===== src/rtl/load_store_unit.sv =====
// Byte-wide load/store unit: 256-byte mirrored RAM plus an I/O page with
// three output ports and an optional serial-in shift register (LSU_SERIAL_EN).
module load_store_unit (
    input  logic        clk,
    input  logic        rst,
    input  logic [7:0]  d,
    input  logic [15:0] a,
    input  logic        re,
    input  logic        we,
    input  logic        sp_d,
    input  logic        sp_we,
    input  logic        sp_en,
    output logic [7:0]  q,
    output logic [7:0]  q1,
    output logic [7:0]  q2,
    output logic [7:0]  q3,
    output logic [7:0]  fo
);

    logic [7:0] mem [0:255];
    logic [7:0] rd_data;
    logic [7:0] serial_rd;
    logic       ram_sel;
    logic       io_sel;

    assign ram_sel = ~a[15];
    // 0x8000..0x8003; everything else above 0x7FFF is unmapped.
    assign io_sel  = (a[15:2] == 14'h2000);

`ifdef LSU_SERIAL_EN
    always_ff @(posedge clk) begin
        if (rst) begin
            fo <= 8'h00;
        end else if (sp_en && sp_we) begin
            fo <= {fo[6:0], sp_d};
        end
    end

    assign serial_rd = fo;
`else
    logic unused_serial;

    assign unused_serial = ^{sp_d, sp_we, sp_en};
    assign fo            = 8'h00;
    assign serial_rd     = 8'h00;
`endif

    // NOTE: every output of an always_comb gets a default first so no latch
    // is inferred on paths that do not assign it.
    always_comb begin
        rd_data = 8'h00;
        if (ram_sel) begin
            rd_data = mem[a[7:0]];
        end else if (io_sel) begin
            case (a[1:0])
                2'd0:    rd_data = serial_rd;
                2'd1:    rd_data = q1;
                2'd2:    rd_data = q2;
                default: rd_data = q3;
            endcase
        end
    end

    // NOTE: the RAM array has no reset; contents survive rst and only the
    // store path writes it, which keeps it mappable onto block memory.
    always_ff @(posedge clk) begin
        if (!rst && we && ram_sel) begin
            mem[a[7:0]] <= d;
        end
    end

    // NOTE: sequential state uses non-blocking assignments so every register
    // sees pre-edge values, giving the pre-update read of I/O registers.
    always_ff @(posedge clk) begin
        if (rst) begin
            q <= 8'h00;
        end else if (re && !we) begin
            q <= rd_data;
        end
    end

    always_ff @(posedge clk) begin
        if (rst) begin
            q1 <= 8'h00;
            q2 <= 8'h00;
            q3 <= 8'h00;
        end else if (we && io_sel) begin
            case (a[1:0])
                2'd1:    q1 <= d;
                2'd2:    q2 <= d;
                2'd3:    q3 <= d;
                default: ;
            endcase
        end
    end

endmodule


===== config.mk =====
export PLATFORM = sky130hd
export DESIGN_NAME = load_store_unit
export DESIGN_NICKNAME = d
export VERILOG_FILES = /design/src/rtl/load_store_unit.sv
export SDC_FILE = /design/constraint.sdc
export NUM_CORES = 2
export LEC_CHECK = 0
export CAP_MARGIN = 20
export CORE_MARGIN = 4
export CORE_UTILIZATION = 55
export CTS_CLUSTER_DIAMETER = 60
export DETAILED_ROUTE_END_ITERATION = 7
export PLACE_DENSITY = 0.7
export SLEW_MARGIN = 20
export SYNTH_ARGS = -nofsm -noshare
export SYNTH_HDL_FRONTEND = slang
export SYNTH_SLANG_ARGS = --single-unit

===== constraint.sdc =====
create_clock -name clk -period 4.1 [get_ports clk]
set_clock_uncertainty 0.1 [all_clocks]
set_input_delay 1.23 -clock clk [delete_from_list [all_inputs] [get_ports clk]]
set_output_delay 1.23 -clock clk [all_outputs]
set_load 0.02 [all_outputs]

* Yosys cells after proc, flatten, opt, wreduce, memory -nomap -nowiden
Memory sizes are Yosys's and may differ from the RTL's.
Index checks and enable logic that the tools add are counted.
** Cells by class
- Equal/unequal tests :: 4
- Multiplexer cells :: 5
- Bitwise logic cells :: 1
- Reductions and logical operators :: 10
** Operator list (count)
- $pmux 8 s3 :: 1
- $mux 8 :: 2
- $eq 14x14->1 const B :: 1
- $reduce_and 2->1 :: 3
- $eq 2x2->1 const B :: 2
- $logic_and 1x1->1 :: 4
- $eq 2x1->1 const B :: 1
- $logic_not 1->1 :: 2
- $logic_not 2->1 :: 1
- $mux 1 :: 2
- $not 1->1 :: 1
** Word-level totals
- Register bits :: 32
- Memory bits (writable) :: 2048
- Input bits :: 31
- Output and inout port bits :: 40
- Logic and storage cells :: 25
- Memories :: 1
** Memory list
- mem :: depth 256, width 8, read ports 1, clocked after Yosys merged registers in 0, write ports 1, RTL line 20 : logic [7:0] mem [0:255];

* Logic depth before layout (Yosys ltp)
- Depth after elaboration :: 5
- Gate-level depth with buffers :: 12
- Depth with buffers taken out :: 7

* Worst setup path before layout
No wires, ideal clock.
- Path kind :: in2reg
- Start :: input a[1]
- End :: memory mem[220][0], enable pin
- Setup time :: 0.370 ns
- Data arrival time :: 3.227 ns
- Data required time :: 3.630 ns
- Path slack :: 0.403 ns
- Stages on the path :: 9
- Path buffers :: 6
- Path through :: buf_6 buf_2 buf_4 buf_4 buf_2 nor3_1 nand2_1 clkbuf_1 nor2_1
** RTL lines
- from (decl) :: RTL line 7 : input logic [15:0] a,
- to (decl) :: RTL line 20
Straight into the memory's write port.

* Final worst setup path
- Start :: input a[5]
- End :: register q[3]
** On the way
- Word-level cells in the longest chain between the ends :: 3
- Elaborated cells between the ends (all ways) :: 4
- Those cells by class :: eq/ne (1); mux (2); memory (1)
** RTL lines
- parallel branches: the longest is 2 deep, another holds $mem_v2 256x8
- $mux 8 (*) :: RTL line 52 : if (ram_sel) begin
- to (signal assigned) :: RTL line 78 : q <= rd_data;
- to (decl) :: RTL line 13 : output logic [7:0] q,
Mark *: on every way between the ends.
A chain may end at the register's enable or synchronous reset.

==> out/summary.txt <==
Minimum clock period: 3.684 ns
Final setup vio count: 0
DRC: 1
Synth Cell Area: 0.08071 mm²
Vias in the first global route: 41760
GRT met1 Usage: 36.70%
Syn avg cell area: 20.66 µm²
Initial antenna violation count: 6
YS warnings: 0
CTS tree: yes
Reg2Reg Setup Slack: 1.06 ns
Power per cell area: 462.2 mW/mm²
Leading cell types in the layout, fill and taps excluded: 2048 x edfxtp_1, 454 x mux4_2, 421 x buf_4, 313 x nor2_1, 202 x clkbuf_16
Area grow syn2layout: 15.61%
Root buf cell: clkbuf_16
Die area: 0.1529 mm²
Die W: 391.1 µm
GPL Wtd Cong: 0.9282
Clk pin slew, worst setup/hold paths: 0.06 ns
Number of hold violations in the final report: 0
Routed via count: 41390
Port bufs: 59
Drt initial violations: 4936
Count of pins over their slew limit: 0
Grt met3 use: 4.185%
First-pass GRT wire length: 285.6 mm
Resized cells post-CTS: 0
Max IR drop VDD: 371.4 µV
Fin area: 0.09331 mm²
Gate Count Post-Synth: 3906
EDFF count, synth: 2048
Slew at the pin with the worst max-slew slack: 1.033 ns
Clock buffer depth: 3
Global-route met2 utilization: 41.69%
Count of cell types in the netlist: 50
Gr ovfl total: 0
Largest net degree at the start of global routing: 129
Post-DP Area: 0.08699 mm²
Post-CTS setup buffer count: 0
CP arrival: 4.26 ns
Status: finished with violations
Routed wire per std cell: 29.95 µm
Starting Density: 55.38%
GRT Max-Usage Layer: met2
CTS H-tree depth: 4
Seq/Total Area, Yosys: 76.99%
Via-per-instance ratio: 6.363
Slew headroom: 31.17%
Failing checks: design-rule violations
Post-CTS Hold Fix Bufs: 0
Max-cap check violation count: 0
Nets: 4452
Overall power: 43.13 mW
Core box area: 0.1457 mm²
GRT Util Overall: 25.86%
Final wirelength: 194.9 mm
Number of top-level pins: 71
FMAX: 0.2714 GHz
Height of the die: 391.1 µm
CP Capture Type: register
RSZ-0062 raised after global routing: no
CP Launch Type: input port
Fin util: 64.02%
Worst hold path class: register to register
Hold slack: 0.4342 ns
Routed Antenna Nets: 0
Yosys reg bits: 2080
Row count: 140
CP required: 4.68 ns
Main flop type after synthesis: edfxtp_1
Clock sinks: 2080
Critical path class: input port to register
Pleak: 30.16 nW
CP max FO: 9
Num CTS Buffers: 198
Final period util: 89.86%
DR pass1 iterations: 8
Most common cell after layout, fill and taps aside: edfxtp_1
Clock latency on the worst-skew pair: 0.84 ns
Synth async-reset ratio: 0%
Final HPWL DP: 126.0 mm
Share of cells above drive strength 1: 27.45%
==> cells in the mapped netlist (2+ instances only) <==
| library cell | count | area (µm²) |
|---|---|---|
| nor3b_1 | 10 | 75.07 |
| a221oi_1 | 35 | 306.5 |
| a21oi_1 | 31 | 155.2 |
| o22ai_1 | 8 | 50.05 |
| nor3_1 | 10 | 50.05 |
| buf_1 | 9 | 33.78 |
| buf_12 | 5 | 100.1 |
| mux4_2 | 454 | 10220 |
| nor4_1 | 3 | 18.77 |
| o41ai_2 | 7 | 113.9 |
| nand2b_1 | 4 | 25.02 |
| mux2i_1 | 172 | 1722 |
| a221oi_2 | 6 | 90.09 |
| and2_0 | 2 | 12.51 |
| dfxtp_1 | 32 | 640.6 |
| buf_2 | 75 | 375.4 |
| nor2_1 | 314 | 1179 |
| nand4b_1 | 2 | 17.52 |
| and2_1 | 3 | 18.77 |
| o211ai_1 | 2 | 15.01 |
| nand3_1 | 78 | 390.4 |
| or2_2 | 2 | 12.51 |
| nand4_1 | 59 | 369.1 |
| nand2_1 | 126 | 473.0 |
| and3_1 | 6 | 37.54 |
| o21ai_0 | 31 | 155.2 |
| a22oi_1 | 145 | 1089 |
| buf_6 | 23 | 259.0 |
| o311ai_1 | 4 | 35.03 |
| nor2b_1 | 21 | 131.4 |
| a211oi_1 | 4 | 30.03 |
| and3b_1 | 3 | 26.28 |
| o311a_1 | 4 | 40.04 |
| a22o_1 | 20 | 175.2 |
| buf_4 | 36 | 270.3 |
| edfxtp_1 | 2048 | 61500 |
| clkbuf_1 | 95 | 356.6 |
| and4_1 | 5 | 43.79 |
==> kinds of logic after synthesis <==
group,share of synthesized area (%)
other cells,0.004646
compound gates,2.804
mux,14.80
flops,76.99
buf+inv,1.756
simple gates,3.642
==> worst max-delay path: stages <==
cell and delay, ns:
clkdlybuf4s50_1 0.51, buf_12 0.16, buf_4 0.17, nor3b_2 0.07, buf_12 0.14, buf_4 0.15, a22oi_1 0.28, nand3_1 0.24
a221oi_1 0.28, o22ai_1 0.20, o41ai_2 0.59, o311ai_1 0.20
==> worst paths after layout <==
kind / from / to / depth (start not counted)
max: a[5] / q[3] / 12
min: q3[5] / q3[5] / 2
max reg2reg: mem[235][3] / q[3] / 8
min reg2reg: q3[5] / q3[5] / 2
==> cell type report <==
type | count | area, µm²
sequential | 2080 | 62140
fill | 9607 | 52430
multi-input combinational | 1587 | 17210
clock buffer | 267 | 5449
timing repair buffer | 552 | 5235
tap | 1917 | 2399
clock inverter | 99 | 862.1
inverter | 2 | 7.507
antenna | 1 | 2.502
==> power by group <==
group	switching [mW]	internal (mW)
clock network	7.88	9.76
logic	1.28	0.851
registers	0.0100	23.4
==> state kept, by name, indices dropped and copies added, names as in the netlist <==
register and flops:
mem 2048, q1 8, q2 8, q3 8, q 8
==> metrics by stage <==
stage               worst slack, ns  cells  TNS [ns]
CTS                          0.5429   6504         0
floorplan                    0.4029   3913         0
global route                 0.4185   6505         0
finish                       0.4159   6505         0
global placement            -0.3205   6138    -2.140
detailed placement          -0.3350   6138    -6.725
==> layer usage <==
metal	share of wire [%]	vias to the layer above	wire length (µm)
met5	0	-	0
met4	3.6	0	7068
met3	9.0	390	17630
met2	49	2121	95270
met1	38	21630	74890
li1	-	17250	-
Note: power is estimated with default switching activity, not from simulation.
